<file path="src/rtl/ntt_pingpong_controller.sv">
// ntt_pingpong_controller: sequences a constant-geometry NTT/INTT over two ping-pong BRAM banks.
// Latency: LOG2N*(N/2+LATENCY+1)+1 cycles from accepted enable to done (+N/2+1 with copy-back).
// Backpressure: none; one butterfly per cycle, enable ignored while busy, valid_out trusted.
//
// Ports:
//   clk, rst (sync, active-high), enable (start pulse), mode (0=NTT, 1=INTT, sampled with enable)
//   busy, done (1-cycle pulse), result_bank (bank holding the final coefficients)
//   bram{0,1}_{addr,we,din}_{a,b} out, bram{0,1}_dout_{a,b} in (1-cycle read latency)
//   rom_addr out, rom_dout in (twiddle ROM, 1-cycle read latency)
//   butterfly_in1/in2/twiddle/inverse, valid_in out; valid_out, butterfly_u/v in
// Build option: define NTT_COPYBACK_EN to copy an odd-stage-count result back into bank 0.
module ntt_pingpong_controller #(
  parameter int N          = 256,
  parameter int ADDR_WIDTH = $clog2(N),
  parameter int DATA_WIDTH = 12,
  parameter int LATENCY    = 3
) (
  input  logic                  clk,
  input  logic                  rst,
  input  logic                  enable,
  input  logic                  mode,
  output logic                  busy,
  output logic                  done,
  output logic                  result_bank,
  output logic [ADDR_WIDTH-1:0] bram0_addr_a,
  output logic [ADDR_WIDTH-1:0] bram0_addr_b,
  output logic                  bram0_we_a,
  output logic                  bram0_we_b,
  output logic [DATA_WIDTH-1:0] bram0_din_a,
  output logic [DATA_WIDTH-1:0] bram0_din_b,
  input  logic [DATA_WIDTH-1:0] bram0_dout_a,
  input  logic [DATA_WIDTH-1:0] bram0_dout_b,
  output logic [ADDR_WIDTH-1:0] bram1_addr_a,
  output logic [ADDR_WIDTH-1:0] bram1_addr_b,
  output logic                  bram1_we_a,
  output logic                  bram1_we_b,
  output logic [DATA_WIDTH-1:0] bram1_din_a,
  output logic [DATA_WIDTH-1:0] bram1_din_b,
  input  logic [DATA_WIDTH-1:0] bram1_dout_a,
  input  logic [DATA_WIDTH-1:0] bram1_dout_b,
  output logic [ADDR_WIDTH-1:0] rom_addr,
  input  logic [DATA_WIDTH-1:0] rom_dout,
  output logic [DATA_WIDTH-1:0] butterfly_in1,
  output logic [DATA_WIDTH-1:0] butterfly_in2,
  output logic [DATA_WIDTH-1:0] butterfly_twiddle,
  output logic                  butterfly_inverse,
  output logic                  valid_in,
  input  logic                  valid_out,
  input  logic [DATA_WIDTH-1:0] butterfly_u,
  input  logic [DATA_WIDTH-1:0] butterfly_v
);

  localparam int LOG2N     = $clog2(N);
  localparam int HALF      = N / 2;
  localparam int STAGE_LEN = HALF + LATENCY + 1;
  localparam int CW        = $clog2(STAGE_LEN + 1);
  localparam int SW        = $clog2(LOG2N) + 1;

  localparam logic [CW-1:0]         LAST_ISSUE = CW'(HALF - 1);
  localparam logic [CW-1:0]         LAST_DRAIN = CW'(STAGE_LEN - 1);
  localparam logic [SW-1:0]         LAST_STAGE = SW'(LOG2N - 1);
  localparam logic [ADDR_WIDTH-1:0] HALF_A     = ADDR_WIDTH'(HALF);
  localparam logic [ADDR_WIDTH-1:0] ONE_A      = ADDR_WIDTH'(1);
  localparam logic                  NAT_BANK   = 1'(LOG2N % 2);

`ifdef NTT_COPYBACK_EN
  localparam logic [CW-1:0] LAST_COPY = CW'(HALF);
  localparam bit            DO_COPY   = (LOG2N % 2) == 1;
  localparam logic          FINAL_BANK = DO_COPY ? 1'b0 : NAT_BANK;
`else
  localparam logic          FINAL_BANK = NAT_BANK;
`endif

  typedef enum logic [2:0] {
    IDLE,
    ISSUE,
    DRAIN,
`ifdef NTT_COPYBACK_EN
    COPY,
`endif
    FINISH
  } state_t;

  state_t                state, state_n;
  logic [SW-1:0]         stage;
  logic [CW-1:0]         cnt;      // cycle within stage (k while issuing) or copy step
  logic [ADDR_WIDTH-1:0] wr_cnt;   // butterfly results written so far this stage
  logic                  mode_r;

  logic                  issuing, in_stage, wr_en, src;
  logic [ADDR_WIDTH-1:0] rd_k, tw_mask, wr_addr_a, wr_addr_b;
  logic [SW-1:0]         shamt;

  assign busy      = (state != IDLE);
  assign done      = (state == FINISH);
  assign issuing   = (state == ISSUE);
  assign in_stage  = (state == ISSUE) || (state == DRAIN);
  assign wr_en     = valid_out && in_stage;
  assign src       = stage[0];
  assign rd_k      = ADDR_WIDTH'(cnt);
  assign wr_addr_a = {wr_cnt[ADDR_WIDTH-2:0], 1'b0};
  assign wr_addr_b = {wr_cnt[ADDR_WIDTH-2:0], 1'b1};

  // Twiddle index keeps only the top (s+1) bits of k: clear the low LOG2N-1-s bits.
  assign shamt    = LAST_STAGE - stage;
  assign tw_mask  = {ADDR_WIDTH{1'b1}} << shamt;
  assign rom_addr = issuing ? ((rd_k & tw_mask) + (mode_r ? HALF_A : '0)) : '0;

  // Operands arrive one cycle after issue; the stage cannot have advanced yet because
  // the last issue is always followed by at least LATENCY+1 drain cycles.
  assign butterfly_in1     = valid_in ? (src ? bram1_dout_a : bram0_dout_a) : '0;
  assign butterfly_in2     = valid_in ? (src ? bram1_dout_b : bram0_dout_b) : '0;
  assign butterfly_twiddle = valid_in ? rom_dout : '0;
  assign butterfly_inverse = mode_r;

`ifdef NTT_COPYBACK_EN
  logic                  copy_rd, copy_wr;
  logic [ADDR_WIDTH-1:0] cp_wk;
  assign copy_rd = (state == COPY) && (cnt != LAST_COPY);
  assign copy_wr = (state == COPY) && (cnt != '0);
  assign cp_wk   = rd_k - ONE_A;
`endif

  always_comb begin
    state_n = state;
    case (state)
      IDLE:  if (enable) state_n = ISSUE;
      ISSUE: if (cnt == LAST_ISSUE) state_n = DRAIN;
      DRAIN: begin
        if (cnt == LAST_DRAIN) begin
          if (stage == LAST_STAGE) begin
`ifdef NTT_COPYBACK_EN
            state_n = DO_COPY ? COPY : FINISH;
`else
            state_n = FINISH;
`endif
          end else begin
            state_n = ISSUE;
          end
        end
      end
`ifdef NTT_COPYBACK_EN
      COPY:  if (cnt == LAST_COPY) state_n = FINISH;
`endif
      FINISH: state_n = IDLE;
      default: state_n = IDLE;
    endcase
  end

  // Bank port steering: destination bank takes writes, source bank takes reads.
  always_comb begin
    bram0_addr_a = '0; bram0_addr_b = '0; bram0_we_a = 1'b0; bram0_we_b = 1'b0;
    bram0_din_a  = '0; bram0_din_b  = '0;
    bram1_addr_a = '0; bram1_addr_b = '0; bram1_we_a = 1'b0; bram1_we_b = 1'b0;
    bram1_din_a  = '0; bram1_din_b  = '0;
    if (wr_en) begin
      if (src) begin
        bram0_addr_a = wr_addr_a; bram0_addr_b = wr_addr_b;
        bram0_we_a   = 1'b1;      bram0_we_b   = 1'b1;
        bram0_din_a  = butterfly_u; bram0_din_b = butterfly_v;
      end else begin
        bram1_addr_a = wr_addr_a; bram1_addr_b = wr_addr_b;
        bram1_we_a   = 1'b1;      bram1_we_b   = 1'b1;
        bram1_din_a  = butterfly_u; bram1_din_b = butterfly_v;
      end
    end
    if (issuing) begin
      if (src) begin
        bram1_addr_a = rd_k; bram1_addr_b = rd_k + HALF_A;
      end else begin
        bram0_addr_a = rd_k; bram0_addr_b = rd_k + HALF_A;
      end
    end
`ifdef NTT_COPYBACK_EN
    if (copy_rd) begin
      bram1_addr_a = {rd_k[ADDR_WIDTH-2:0], 1'b0};
      bram1_addr_b = {rd_k[ADDR_WIDTH-2:0], 1'b1};
    end
    if (copy_wr) begin
      bram0_addr_a = {cp_wk[ADDR_WIDTH-2:0], 1'b0};
      bram0_addr_b = {cp_wk[ADDR_WIDTH-2:0], 1'b1};
      bram0_we_a   = 1'b1;
      bram0_we_b   = 1'b1;
      bram0_din_a  = bram1_dout_a;
      bram0_din_b  = bram1_dout_b;
    end
`endif
  end

  always_ff @(posedge clk) begin
    if (rst) begin
      state       <= IDLE;
      stage       <= '0;
      cnt         <= '0;
      wr_cnt      <= '0;
      mode_r      <= 1'b0;
      valid_in    <= 1'b0;
      result_bank <= 1'b0;
    end else begin
      state    <= state_n;
      valid_in <= issuing;
      if (state == IDLE && enable) mode_r <= mode;
      // Counter restarts on every state change except ISSUE->DRAIN, which continues the stage.
      if ((state_n != state) && (state_n != DRAIN)) cnt <= '0;
      else if (busy) cnt <= cnt + CW'(1);
      if (state == IDLE && enable) stage <= '0;
      else if (state == DRAIN && state_n == ISSUE) stage <= stage + SW'(1);
      if (state_n == ISSUE && state != ISSUE) wr_cnt <= '0;
      else if (wr_en) wr_cnt <= wr_cnt + ONE_A;
      if (state_n == FINISH && state != FINISH) result_bank <= FINAL_BANK;
    end
  end

endmodule
</file>
<file path="config.mk">
export PLATFORM = sky130hd
export DESIGN_NAME = ntt_pingpong_controller
export DESIGN_NICKNAME = d
export VERILOG_FILES = /design/src/rtl/ntt_pingpong_controller.sv
export SDC_FILE = /design/constraint.sdc
export NUM_CORES = 1
export LEC_CHECK = 0
export BUFFER_PORTS_ARGS = -buffer_cell sky130_fd_sc_hd__buf_2
export CAP_MARGIN = 30
export CORE_UTILIZATION = 35
export CTS_BUF_LIST = sky130_fd_sc_hd__clkbuf_16
export CTS_CLUSTER_SIZE = 12
export DETAILED_ROUTE_END_ITERATION = 12
export GPL_TIMING_DRIVEN = 0
export HOLD_SLACK_MARGIN = 0.1
export PLACE_DENSITY_LB_ADDON = 0.08
export REMOVE_ABC_BUFFERS = 1
export SETUP_SLACK_MARGIN = 0.15
export SYNTH_ARGS = -nofsm -noshare
export SYNTH_HDL_FRONTEND = slang
export SYNTH_SLANG_ARGS = --single-unit
</file>
<file path="constraint.sdc">
create_clock -name clk -period 1.47 [get_ports clk]
set_input_delay 0.0735 -clock clk [delete_from_list [all_inputs] [get_ports clk]]
set_output_delay 0.0735 -clock clk [all_outputs]
set_load 0.1 [all_outputs]
</file>
==> flow_results.xml, run 1 <==
<?xml version="1.0" encoding="UTF-8"?>
<metrics>
  <group name="global_route">
    <metric name="gr-total-overflow" unit="">432</metric>
    <metric name="grt_start_max_net_pins" unit="">21</metric>
    <metric name="grt_util_all_layers" unit="">0.917</metric>
    <metric name="initial_antenna_violation_count" unit="">3</metric>
  </group>
  <group name="yosys">
    <metric name="largest_family_of_logic_cells_by_synthesized_area" unit="">simple AND/OR/NAND/NOR gates</metric>
    <metric name="async_flop_share" unit="">0</metric>
    <metric name="yosys-top-cells-count" unit="">60 x and2_1, 27 x mux2i_1, 25 x nor2b_1</metric>
    <metric name="yosys_most_used_dff" unit="">dfxtp_1</metric>
    <metric name="post_synth_fa_ha_maj_area_fraction" unit="">0.0303</metric>
    <metric name="synthesis.instances" unit="">315</metric>
    <metric name="yosys.area_share.xor_xnor" unit="">0.0642</metric>
    <metric name="synth.yosys.seq_area_share" unit="">0.194</metric>
    <metric name="synth_simple_gate_area_frac" unit="">0.422</metric>
    <metric name="ys.warnings.count" unit="">0</metric>
    <metric name="syn_area" unit="um^2">2470</metric>
    <metric name="most_common_cell_in_the_netlist" unit="">and2_1</metric>
    <metric name="ys_ff_latch" unit="">24</metric>
    <metric name="post_synth.cell_area_avg" unit="um^2">7.85</metric>
    <metric name="synth_top_area_share" unit="">0.194</metric>
    <metric name="synth.distinct_cells" unit="">47</metric>
    <metric name="yosys-top-cells-area" unit="">dfxtp_1 19%, and2_1 15%, mux2i_1 11%</metric>
    <metric name="synth_mux_area_frac" unit="">0.109</metric>
    <metric name="synth-edff-count" unit="">0</metric>
    <metric name="yosys.area.top_type" unit="">dfxtp_1</metric>
    <metric name="synth_area_in_compound_gates" unit="">0.0794</metric>
  </group>
  <group name="die">
    <metric name="die_width" unit="um">86.1</metric>
    <metric name="num_rows" unit="">30</metric>
    <metric name="initial_utilization" unit="">0.364</metric>
    <metric name="ios" unit="">222</metric>
    <metric name="die_y" unit="um">86.1</metric>
  </group>
  <group name="timing">
    <metric name="worst_endpoint_kind" unit="">output port</metric>
    <metric name="grt-worst-endpoint" unit="">rom_addr[2]</metric>
  </group>
  <group name="placed_design">
    <metric name="detailedPlace.worstSlack" unit="ns">-0.856</metric>
    <metric name="io_buffer_count" unit="">220</metric>
    <metric name="place_congestion" unit="">0.765</metric>
    <metric name="hpwlAfterDp" unit="um">6290</metric>
  </group>
  <group name="status">
    <metric name="error_line" unit="">[ERROR GRT-0232] Routing congestion too high. Check the congestion heatmap in the GUI.</metric>
    <metric name="outcome" unit="">stopped before the end</metric>
    <metric name="failing_step" unit="">5_1_grt</metric>
  </group>
  <group name="clock_tree">
    <metric name="clock_tree.htree_level_count" unit="">1</metric>
    <metric name="clockBufferDepth" unit="">2</metric>
    <metric name="numCtsBuffers" unit="">3</metric>
    <metric name="cts.sink_count" unit="">24</metric>
    <metric name="clock_tree_root_driver_cell" unit="">clkbuf_16</metric>
  </group>
</metrics>
-- kinds of logic after synthesis --
kind of cell	count (synthesis)
AO/OA/AOI/OAI	26
XOR/XNOR	16
adder cells (fa/ha/maj)	6
buffers and inverters	41
flip-flops	24
multiplexers	27
other	1
AND/OR/NAND/NOR	174
-- metrics by stage --
step / util / hold slack (ns) / TNS, ns / instances / instance area, um^2
floorplan: - / 0.143 / -474.32 / 281 / 2260
global placement: 0.512 / 0.319 / -258.08 / 597 / 3480
detailed placement: 0.521 / 0.326 / -75.34 / 600 / 3540
CTS: 0.871 / 0.118 / -37.16 / 642 / 5920
-- per-layer routing --
| metal | overflow | track usage |
|---|---|---|
| met5 | 0 | 0.112 |
| met4 | 125 | 1.11 |
| met3 | 2 | 0.667 |
| met2 | 304 | 1.21 |
| met1 | 1 | 0.829 |
-- timing repair --
action	in CTS
gates resized for setup	546
cloned	6
hold buffers	2
endpoints found under the hold margin	4
pin swaps	25
setup endpoints to repair	153
buffers inserted	31
==> run 2: changes to the inputs <==
==> config.mk (replaced) <==
export PLATFORM = sky130hd
export DESIGN_NAME = ntt_pingpong_controller
export DESIGN_NICKNAME = d
export VERILOG_FILES = /design/src/rtl/ntt_pingpong_controller.sv
export SDC_FILE = /design/constraint.sdc
export NUM_CORES = 1
export LEC_CHECK = 0
export BUFFER_PORTS_ARGS = -buffer_cell sky130_fd_sc_hd__buf_2
export CAP_MARGIN = 30
export CORE_AREA = 2 2 87 89
export DETAILED_ROUTE_END_ITERATION = 12
export DIE_AREA = 0 0 89 91
export GPL_TIMING_DRIVEN = 0
export PLACE_DENSITY_LB_ADDON = 0.15
export REMOVE_ABC_BUFFERS = 1
export SYNTH_ARGS = -nofsm -noshare
export SYNTH_HDL_FRONTEND = slang
export SYNTH_SLANG_ARGS = --single-unit
==> constraint.sdc (replaced) <==
create_clock -name clk -period 1.9 [get_ports clk]
set_input_delay 0.095 -clock clk [delete_from_list [all_inputs] [get_ports clk]]
set_output_delay 0.095 -clock clk [all_outputs]
set_load 0.1 [all_outputs]
==> flow_results.xml, run 2 <==
<?xml version="1.0" encoding="UTF-8"?>
<metrics>
  <group name="pwr">
    <metric name="clkPwrFrac" unit="">0.272</metric>
    <metric name="power.density" unit="nW/um^2">242</metric>
    <metric name="sequential_share_of_power" unit="">0.388</metric>
    <metric name="peak_supply_drop" unit="mV">0.235</metric>
    <metric name="total_switching_power" unit="uW">491</metric>
    <metric name="cellInternalPower" unit="uW">859</metric>
    <metric name="total_power" unit="uW">1350</metric>
    <metric name="power_switching_share" unit="">0.364</metric>
    <metric name="pwr-share-comb" unit="">0.341</metric>
    <metric name="p_leak" unit="uW">0.00255</metric>
  </group>
  <group name="timing">
    <metric name="finalWorstPathRequiredPeriod" unit="ns">2.07</metric>
    <metric name="finalWorstSetupSlack" unit="ns">-0.172</metric>
    <metric name="count_of_pins_over_their_slew_limit" unit="">0</metric>
    <metric name="slew_headroom" unit="">0.538</metric>
    <metric name="maxClockFrequency" unit="MHz">483</metric>
    <metric name="max_slew.worst_pin.slew" unit="ns">0.689</metric>
    <metric name="post-route-period-util" unit="">1.09</metric>
    <metric name="hold_violations" unit="">0</metric>
    <metric name="clock_skew" unit="ns">0.00821</metric>
    <metric name="unrepaired_setup_endpoints_after_global_routing" unit="">yes</metric>
    <metric name="finalSetupViolations" unit="">79</metric>
  </group>
  <group name="yosys">
    <metric name="ys.warnings.count" unit="">0</metric>
    <metric name="synth-edff-count" unit="">0</metric>
    <metric name="yosys-top-cells-count" unit="">60 x and2_1, 27 x mux2i_1, 25 x nor2b_1</metric>
    <metric name="synth.yosys.seq_area_share" unit="">0.194</metric>
    <metric name="ys_ff_latch" unit="">24</metric>
    <metric name="async_flop_share" unit="">0</metric>
    <metric name="post_synth.cell_area_avg" unit="um^2">7.85</metric>
    <metric name="synth_mux_area_frac" unit="">0.109</metric>
    <metric name="yosys_most_used_dff" unit="">dfxtp_1</metric>
    <metric name="synth.distinct_cells" unit="">47</metric>
    <metric name="synth_top_area_share" unit="">0.194</metric>
    <metric name="yosys.area_share.xor_xnor" unit="">0.0642</metric>
    <metric name="largest_family_of_logic_cells_by_synthesized_area" unit="">simple AND/OR/NAND/NOR gates</metric>
    <metric name="yosys-top-cells-area" unit="">dfxtp_1 19%, and2_1 15%, mux2i_1 11%</metric>
    <metric name="synth_area_in_compound_gates" unit="">0.0794</metric>
    <metric name="most_common_cell_in_the_netlist" unit="">and2_1</metric>
    <metric name="syn_area" unit="um^2">2470</metric>
    <metric name="synth_simple_gate_area_frac" unit="">0.422</metric>
    <metric name="synthesis.instances" unit="">315</metric>
    <metric name="post_synth_fa_ha_maj_area_fraction" unit="">0.0303</metric>
    <metric name="yosys.area.top_type" unit="">dfxtp_1</metric>
  </group>
  <group name="finish">
    <metric name="max_flop_register" unit="">cnt</metric>
    <metric name="leading_cell_types_in_the_layout_fill_and_taps_excluded" unit="">130 x buf_2, 75 x buf_12, 44 x and2_4</metric>
    <metric name="nets" unit="">638</metric>
    <metric name="drive_gt1_frac" unit="">0.659</metric>
    <metric name="fillCellCount" unit="">400</metric>
    <metric name="max_ffs_per_register" unit="">8</metric>
    <metric name="diodes" unit="">0</metric>
    <metric name="layout-area-overhead-vs-synth" unit="%">126</metric>
    <metric name="layout.cells.most_common" unit="">buf_2</metric>
    <metric name="final_cell_area" unit="um^2">5590</metric>
    <metric name="layout_top_registers" unit="">cnt (8), wr_cnt (7), stage (4)</metric>
  </group>
  <group name="clock_tree">
    <metric name="clockBufferDepth" unit="">2</metric>
    <metric name="clock_tree.htree_level_count" unit="">1</metric>
    <metric name="clock_tree_root_driver_cell" unit="">clkbuf_8</metric>
    <metric name="numCtsBuffers" unit="">3</metric>
    <metric name="cts_tree" unit="">done</metric>
    <metric name="cts.sink_count" unit="">24</metric>
    <metric name="holdBufCountCts" unit="">0</metric>
    <metric name="cts.clk_slew.worst_paths" unit="ns">0.09</metric>
    <metric name="clkLatencyLatePin" unit="ns">0.28</metric>
  </group>
  <group name="critical_path">
    <metric name="worstPathMaxFanout" unit="">7</metric>
    <metric name="cp_data_arrival_time" unit="ns">1.98</metric>
    <metric name="rr_worst_depth" unit="">5</metric>
    <metric name="crit_required" unit="ns">1.80</metric>
    <metric name="setup.reg_to_reg.worst_slack" unit="ns">0.08</metric>
    <metric name="end_kind" unit="">output port</metric>
    <metric name="crit_path_start_kind" unit="">flop</metric>
    <metric name="r2r-end" unit="">cnt[5]</metric>
    <metric name="timing_worst_setup_path_type" unit="">reg2out</metric>
    <metric name="worstReg2RegStart" unit="">state[1]</metric>
  </group>
  <group name="die">
    <metric name="ios" unit="">222</metric>
    <metric name="die_width" unit="um">89</metric>
    <metric name="num_rows" unit="">31</metric>
    <metric name="core-area" unit="um^2">7140</metric>
    <metric name="die_y" unit="um">91</metric>
    <metric name="initial_utilization" unit="">0.347</metric>
    <metric name="die-area" unit="um^2">8100</metric>
  </group>
  <group name="route">
    <metric name="drc" unit="">0</metric>
    <metric name="post_drt_via_cell_ratio" unit="">5.35</metric>
    <metric name="wirelength" unit="um">14300</metric>
    <metric name="routed-via-count" unit="">3431</metric>
    <metric name="route.antenna.remaining_nets" unit="">0</metric>
    <metric name="route.detailed.wl_per_inst" unit="um">22.4</metric>
    <metric name="router_iterations_before_antenna_repair" unit="">5</metric>
    <metric name="drtIter0Drc" unit="">243</metric>
  </group>
  <group name="job">
    <metric name="max_cap_check_violation_count" unit="">0</metric>
  </group>
  <group name="global_route">
    <metric name="vias_in_the_first_global_route" unit="">2907</metric>
    <metric name="grt_pass1_wl" unit="um">16000</metric>
    <metric name="gr-total-overflow" unit="">0</metric>
    <metric name="grt_util_met2" unit="">0.474</metric>
    <metric name="grtUsageMet1" unit="">0.279</metric>
    <metric name="grt_start_max_net_pins" unit="">38</metric>
    <metric name="grt_util_met3" unit="">0.0564</metric>
    <metric name="grt_busiest_layer" unit="">met2</metric>
    <metric name="grt_util_all_layers" unit="">0.254</metric>
    <metric name="initial_antenna_violation_count" unit="">0</metric>
  </group>
  <group name="status">
    <metric name="outcome" unit="">finished with violations</metric>
    <metric name="violations" unit="">negative setup slack</metric>
  </group>
  <group name="min_path">
    <metric name="timing.hold.worst_path_depth" unit="">2</metric>
    <metric name="hold_path.class" unit="">in2reg</metric>
    <metric name="timing.hold.worst_endpoint" unit="">valid_in</metric>
    <metric name="min_from" unit="">rst</metric>
  </group>
  <group name="placed_design">
    <metric name="place_congestion" unit="">0.863</metric>
    <metric name="io_buffer_count" unit="">220</metric>
    <metric name="hpwlAfterDp" unit="um">6790</metric>
    <metric name="place_area" unit="um^2">3560</metric>
  </group>
</metrics>
## run 2: cell counts after synthesis
Identical to the previous run, type by type.
## run 2: critical path: stages (launching register included)
cell,delay (ns)
dfxtp_4,0.39
xnor2_4,0.19
nor4b_4,0.34
buf_6,0.20
buf_12,0.12
buf_16,0.12
a22o_4,0.17
buf_12,0.18
## run 2: routing by layer
layer  routed length [um]  vias to the layer above
met2                 7120                      258
li1                     -                     1498
met4                  869                        0
met3                 1260                       70
met5                    0                        -
met1                 5090                     1605
## run 2: through the flow
stage	hold WS (ns)	utilization	setup WS, ns	TNS (ns)	instances
2_1_floorplan	0.164	-	-5.67	-416.36	281
3_3_place_gp	0.343	0.488	-2.82	-200.35	600
3_5_place_dp	0.338	0.498	-0.693	-29.87	603
4_1_cts	0.0448	0.685	-0.107	-2.21	624
5_1_grt	0.0688	0.783	-0.228	-10.88	641
6_report	0.0513	0.783	-0.172	-6.82	641
## run 2: worst max path at each step
stage	startpoint	endpoint	depth (start not counted)
after floorplan	stage[0]	bram0_addr_a[1]	3
after global placement	stage[0]	bram0_addr_a[5]	4
after detailed placement	stage[0]	bram0_addr_a[5]	5
after CTS	state[1]	bram0_addr_a[6]	6
after global routing	state[0]	bram0_addr_a[2]	6
final	state[0]	bram0_addr_a[6]	7
## run 2: cell type report
cell class              instances  area, um^2  share of cell area
flip-flops and latches         24         497              0.0889
well taps                      99         124              0.0222
clock buffers                   4        55.1             0.00985
inverters                       6        22.5             0.00403
multi-input cells             252        2120               0.380
repair buffers                256        2770               0.495
## run 2: power groups by stage
stage | Sequential [uW] | Clock, uW | Combinational [uW]
floorplan | 541 | 0 | 226
global placement | 534 | 0 | 358
detailed placement | 536 | 0 | 366
CTS | 521 | 364 | 410
global route | 525 | 386 | 478
finish | 523 | 367 | 460
## run 2: kinds of logic (layout without fill, tap and decap cells)
group	after synthesis	in the layout
xor gates and xnor gates	16	16
buffers and inverters	41	266
muxes	27	27
adders and majority gates	6	6
and+or+nand+nor	174	175
DFF	24	24
AOI/OAI and AO/OA	26	26
other	1	2
## run 2: what timing repair did
item                                    CTS  global route
setup buffers                            14            15
gates cloned                              3             4
endpoints found under the setup margin  129           102
gates resized for setup                 307           130
pin swaps                                10            40
(Power assumes the default switching activity.)
